--- config.mk ---
export PLATFORM = sky130hd
export DESIGN_NAME = sine_table_sequencer
export DESIGN_NICKNAME = d
export VERILOG_FILES = /design/src/rtl/sine_seq_pkg.sv /design/src/rtl/sample_fifo.sv /design/src/rtl/sine_table_sequencer.sv
export SDC_FILE = /design/constraint.sdc
export NUM_CORES = 1
export LEC_CHECK = 0
export ABC_AREA = 1
export CORE_UTILIZATION = 52
export DETAILED_ROUTE_END_ITERATION = 12
export PLACE_DENSITY_LB_ADDON = 0.1
export SLEW_MARGIN = 20
export SYNTH_ARGS = -nofsm -noshare
export SYNTH_HDL_FRONTEND = slang
export SYNTH_SLANG_ARGS = --single-unit
--- constraint.sdc ---
create_clock -name clk -period 4.3 [get_ports clk]
set_clock_uncertainty 0.05 [all_clocks]
set_input_delay 0.43 -clock clk [delete_from_list [all_inputs] [get_ports clk]]
set_output_delay 0.43 -clock clk [all_outputs]
set_load 0.03 [all_outputs]
--- src/rtl/sine_seq_pkg.sv ---
// Shared types for the sine table sequencer: FSM states, default latency/buffer sizes.
// Pure declarations; no latency and no flow control of its own.
package sine_seq_pkg;

    typedef enum logic [1:0] {
        IDLE  = 2'd0,
        RUN   = 2'd1,
        DRAIN = 2'd2
    } state_t;

    localparam int RD_LATENCY_DEF = 2;
    localparam int FIFO_DEPTH_DEF = 4;

    // Width able to hold any value 0..depth (occupancy, credit, in-flight count).
    function automatic int cnt_w(input int depth);
        return $clog2(depth + 1);
    endfunction

endpackage

--- src/rtl/sample_fifo.sv ---
// Small synchronous FIFO holding returned samples; head is visible the cycle after the push.
// Push and pop may coincide when full or empty; a pop on empty and a push on full without pop are dropped.
module sample_fifo
    import sine_seq_pkg::*;
#(
    parameter int DEPTH = 4,
    parameter int WIDTH = 8
) (
    input  logic                    clk,
    input  logic                    rst_n,
    input  logic                    push,
    input  logic [WIDTH-1:0]        push_data,
    input  logic                    pop,
    output logic [WIDTH-1:0]        pop_data,
    output logic                    full,
    output logic                    empty,
    output logic [cnt_w(DEPTH)-1:0] count
);

    localparam int AW = $clog2(DEPTH);
    localparam int CW = cnt_w(DEPTH);

    logic [WIDTH-1:0] mem [DEPTH];
    logic [AW-1:0]    wr_ptr;
    logic [AW-1:0]    rd_ptr;
    logic [CW-1:0]    cnt;
    logic             do_push;
    logic             do_pop;

    assign empty    = (cnt == '0);
    assign full     = (cnt == CW'(DEPTH));
    assign count    = cnt;
    assign pop_data = mem[rd_ptr];

    // A pop frees a slot in the same cycle, so a full FIFO can still accept a push.
    assign do_pop  = pop && !empty;
    assign do_push = push && (!full || do_pop);

    always_ff @(posedge clk or negedge rst_n) begin
        if (!rst_n) begin
            wr_ptr <= '0;
            rd_ptr <= '0;
            cnt    <= '0;
            for (int i = 0; i < DEPTH; i++) begin
                mem[i] <= '0;
            end
        end else begin
            if (do_push) begin
                mem[wr_ptr] <= push_data;
                wr_ptr      <= wr_ptr + 1'b1;
            end
            if (do_pop) begin
                rd_ptr <= rd_ptr + 1'b1;
            end
            case ({do_push, do_pop})
                2'b10:   cnt <= cnt + 1'b1;
                2'b01:   cnt <= cnt - 1'b1;
                default: cnt <= cnt;
            endcase
        end
    end

endmodule

--- src/rtl/sine_table_sequencer.sv ---
// Phase-accumulator read controller for a registered sine RAM; first sample valid RD_LATENCY+1 cycles after issue.
// Reads are issued only against free FIFO credit, so a stalled consumer throttles issue without loss.
module sine_table_sequencer
    import sine_seq_pkg::*;
#(
    parameter int ADDR_W     = 10,
    parameter int DATA_W     = 8,
    parameter int PHASE_W    = 24,
    parameter int RD_LATENCY = RD_LATENCY_DEF,
    parameter int FIFO_DEPTH = FIFO_DEPTH_DEF
) (
    input  logic               clk,
    input  logic               rst_n,
    input  logic               start,
    input  logic               stop,
    input  logic [PHASE_W-1:0] tuning_word,
    input  logic [15:0]        burst_len,
    output logic               busy,
    output logic               done,
    output logic [ADDR_W-1:0]  ram_addr,
    output logic               ram_en,
    output logic               ram_regce,
    input  logic [DATA_W-1:0]  ram_dout,
    output logic [DATA_W-1:0]  m_data,
    output logic               m_valid,
    input  logic               m_ready
);

    localparam int CW = cnt_w(FIFO_DEPTH);

    state_t              state;
    state_t              state_nxt;
    logic [PHASE_W-1:0]  phase;
    logic [PHASE_W-1:0]  phase_nxt;
    logic [PHASE_W-1:0]  tw_q;
    logic [15:0]         blen_q;
    logic [15:0]         issued;
    logic [15:0]         issued_nxt;
    logic                load;
    logic                issue;
    logic [RD_LATENCY-1:0] tag_sr;
    logic [CW-1:0]       in_flight;
    logic [CW-1:0]       credit;
    logic [CW-1:0]       fifo_count;
    logic                fifo_full;
    logic                fifo_empty;
    logic                fifo_push;
    logic                fifo_pop;

    always_comb begin
        in_flight = '0;
        for (int i = 0; i < RD_LATENCY; i++) begin
            in_flight = in_flight + CW'(tag_sr[i]);
        end
    end

    // Every outstanding read already owns a FIFO slot, so occupancy + in-flight never exceeds depth.
    assign credit = fifo_full ? '0 : (CW'(FIFO_DEPTH) - fifo_count - in_flight);

    always_comb begin
        state_nxt  = state;
        phase_nxt  = phase;
        issued_nxt = issued;
        load       = 1'b0;
        issue      = 1'b0;
        done       = 1'b0;
        case (state)
            IDLE: begin
                if (start && !stop) begin
                    state_nxt  = RUN;
                    load       = 1'b1;
                    phase_nxt  = '0;
                    issued_nxt = '0;
                end
            end
            RUN: begin
                if (stop) begin
                    state_nxt = DRAIN;
                end else if (credit != '0) begin
                    issue      = 1'b1;
                    phase_nxt  = phase + tw_q;
                    issued_nxt = issued + 16'd1;
                    if ((blen_q != '0) && (issued_nxt == blen_q)) begin
                        state_nxt = DRAIN;
                    end
                end
            end
            DRAIN: begin
                if ((in_flight == '0) && fifo_empty) begin
                    state_nxt = IDLE;
                    done      = 1'b1;
                end
            end
            default: state_nxt = IDLE;
        endcase
    end

    always_ff @(posedge clk or negedge rst_n) begin
        if (!rst_n) begin
            state  <= IDLE;
            phase  <= '0;
            issued <= '0;
            tw_q   <= '0;
            blen_q <= '0;
            tag_sr <= '0;
        end else begin
            state  <= state_nxt;
            phase  <= phase_nxt;
            issued <= issued_nxt;
            tag_sr <= (tag_sr << 1) | RD_LATENCY'(issue);
            if (load) begin
                tw_q   <= tuning_word;
                blen_q <= burst_len;
            end
        end
    end

    assign busy      = (state != IDLE) && !done;
    assign ram_en    = issue;
    assign ram_addr  = phase[PHASE_W-1 -: ADDR_W];
    assign ram_regce = 1'b1;

    // The oldest tag marks the cycle in which ram_dout carries that read's data.
    assign fifo_push = tag_sr[RD_LATENCY-1];
    assign fifo_pop  = m_valid && m_ready;
    assign m_valid   = !fifo_empty;

    sample_fifo #(
        .DEPTH (FIFO_DEPTH),
        .WIDTH (DATA_W)
    ) u_fifo (
        .clk       (clk),
        .rst_n     (rst_n),
        .push      (fifo_push),
        .push_data (ram_dout),
        .pop       (fifo_pop),
        .pop_data  (m_data),
        .full      (fifo_full),
        .empty     (fifo_empty),
        .count     (fifo_count)
    );

endmodule

==> flow_summary_export.csv <==
group,metric,value,unit
clock_tree,cts_setup_buffers,0,
critical_path,endpoint_kind,"output pin",
global_routing,first_global_vias,5945,
drt,routed-via-count,6105,
synthesis,synth-seq-area-share,0.437,
power,switching_power,2.47,mW
sta,tightest_slew,712,ps
sta,finalCritPeriodShare,0.830,
clock_tree,clk_pin_slew,60,ps
critical_path,path_max_fanout,17,
synthesis,synthesis.area,0.00704,mm2
sta,rsz0062_at_grt,"no",
global_routing,antenna_found_initial,0,
sta,hold_viol,0,
cells_and_area,final_common_cell,"nand2_1",
drt,highest_layer,"met4",
global_routing,grt_overflow,0,
placement,dp_hpwl,11100,um
synthesis,ys.flop_type,"dfrtp_1",
cells_and_area,final_cell_mix,"nand2_1, dfrtp_1, o21ai_0",
critical_path,crit_path_start_kind,"flop",
drt,via_per_inst,5.16,
clock_tree,cts_buffers,17,
cells_and_area,nets,1083,
power,p_leak,4.17,nW
die,die_x,118,um
drt,wire_per_inst,13.6,um
die,die_area,0.0140,mm2
drt,drtAntennaViolNets,0,
min_path,worstHoldPathType,"primary input to async pin",
drt,dr_wl_met3,679,um
drt,wl,16100,um
global_routing,grt_pass1_wl,27600,um
synthesis,synth.avg_cell_area,7.56,um2
sta,max_slew_margin,0.525,
placement,placed_cells,1151,
clock_tree,insertion_delay,420,ps
placement,place.gp.congestion,0.898,
power,clkPwrFrac,0.260,
sta,setup_tns,0,ps
synthesis,async_reset_ff_frac,1.00,
die,pin_count,76,
sta,drv_slew,0,
critical_path,r2r-start,"tag_sr[0]",
clock_tree,cts_hold_buf,0,
cells_and_area,num_antenna_cells,0,
power,combinationalPowerShare,0.422,
clock_tree,cts_tree,"yes",
power,power_frac_seq,0.318,
sta,fin_crit,3570,ps
critical_path,crit_type,"flop to output pin",
die,die_y,118,um
cells_and_area,drive_gt1_frac,0.0576,
cells_and_area,finalNonFillerCells,1183,
cells_and_area,post-route-util,0.643,
synthesis,synth_nets,1020,
outcome,outcome,"complete, no violations",
die,start_util,0.532,
power,vdd_drop_max,418,uV
synthesis,synth-edff-count,0,
placement,portBuffers,74,
synthesis,netlist-cell-type-count,43,
clock_tree,cts_root_buf,"clkbuf_16",
critical_path,cp.required,3820,ps
sta,finalSetupViolations,0,
synthesis,yosysWarnings,0,
critical_path,crit_arrival,3090,ps
synthesis,synth-seq-cells,123,
global_routing,grt_max_degree,70,
clock_tree,clk_path_buf_depth,2,
clock_tree,cts_resized,0,
critical_path,crit_start,"tag_sr[0]",
die,std_cell_rows,42,
drt,drc,0,
synthesis,synth_cells,931,
drt,wl_met2,7730,um
sta,max_freq,280,MHz
power,p_sw_frac,0.401,
drt,wl_met1,7490,um
clock_tree,clock_sinks,123,
power,p_int,3.69,mW
flow_run,drv_cap,0,
die,core_area,0.0132,mm2
drt,drt_iter0_markers,368,
cells_and_area,syn_to_final_growth,21.0,%
clock_tree,cts_max_level,4,
global_routing,track_usage,0.249,
drt,dr.pass1.iters,5,
power,p_per_area,723,mW/mm2
## state kept, by name, summed over array words and instances, names as in the netlist
signal and count:
issued 16, tag_sr 2, tw_q 24, u_fifo.count 3
blen_q 16, u_fifo.rd_ptr 2, phase 24, u_fifo.mem 32
u_fifo.wr_ptr 2, state 2
## power groups by stage
stage	Combinational, mW	Sequential (mW)	Clock [mW]
finish	2.60	1.96	1.60
global placement	2.55	1.96	0
global route	2.95	2.02	1.68
floorplan	1.99	1.84	0
detailed placement	2.58	1.97	0
CTS	2.62	1.96	1.62
## metrics by stage
| step | hold WS (ps) | worst slack [ps] | power, mW | area (um2) |
|---|---|---|---|---|
| after global placement | 342 | 1210 | 4.51 | 7850 |
| after detailed placement | 351 | 1150 | 4.55 | 7850 |
| final | 4.45 | 731 | 6.16 | 8520 |
| after floorplan | 84.4 | 1860 | 3.82 | 7040 |
| after CTS | 32.2 | 701 | 6.19 | 8520 |
| after global routing | 70.4 | 521 | 6.64 | 8520 |
## metal layers
metal,global-route usage,up-vias
met4,0.0665,0
met5,0,-
li1,-,3143
met1,0.320,2819
met3,0.0560,13
met2,0.421,130
## layout make-up
type	instances	area (um2)
multi-input cells	682	3420
well taps	176	220
clock buffers	19	453
fillers	1219	4720
clock inverters	13	213
flip-flops and latches	123	3080
repair buffers	79	788
inverters	91	342
## cells in the mapped netlist (all sizes together), types with 2 or more instances
| library cell | n | area, um2 |
|---|---|---|
| nand4 | 11 | 68.8 |
| o22ai | 20 | 131 |
| ha | 34 | 425 |
| a21o | 3 | 22.5 |
| a21oi | 23 | 115 |
| o21bai | 4 | 30.0 |
| inv | 90 | 338 |
| fa | 2 | 40.0 |
| xnor2 | 10 | 87.6 |
| dfrtp | 123 | 3080 |
| o21a | 2 | 15.0 |
| xor2 | 7 | 61.3 |
| buf | 23 | 150 |
| clkbuf | 12 | 45.0 |
| o21ai | 100 | 508 |
| nand2 | 319 | 1200 |
| a22o | 2 | 17.5 |
| a21boi | 3 | 26.3 |
| a31oi | 2 | 12.5 |
| nor2 | 74 | 295 |
| nand3 | 50 | 250 |
| nand3b | 3 | 22.5 |
| nor3 | 6 | 40.0 |
## logic make-up after synthesis
group,synth area share
compound gates,0.130
xor+xnor,0.0212
fa+ha+maj,0.0661
buf+inv,0.0763
flops,0.437
other cells,0.000533
simple gates,0.269
## worst paths after layout
path | cells past startpoint | end | slack [ps]
worst max-delay path | 15 | ram_en | 730
worst min-delay path | 1 | blen_q[14] | 4
worst max register to register | 16 | issued[6] | 1780
worst min register to register | 0 | tag_sr[1] | 360
max in group asynchronous | 2 | phase[20] | 3390
min in group clk | 0 | tag_sr[1] | 360
## critical path, stage by stage, from the launching register on
cell and delay (ps):
dfrtp_1 390, ha_1 210, ha_1 260, inv_1 60, ha_1 160, inv_1 40
nand2_1 70, nand2_1 60, nand2_1 50, nand2_1 40, nand2_1 50, nand2_1 60
inv_1 80, nand2_1 80, inv_2 310, clkdlybuf4s50_1 750
No activity file was read; power rests on OpenSTA's default activity.
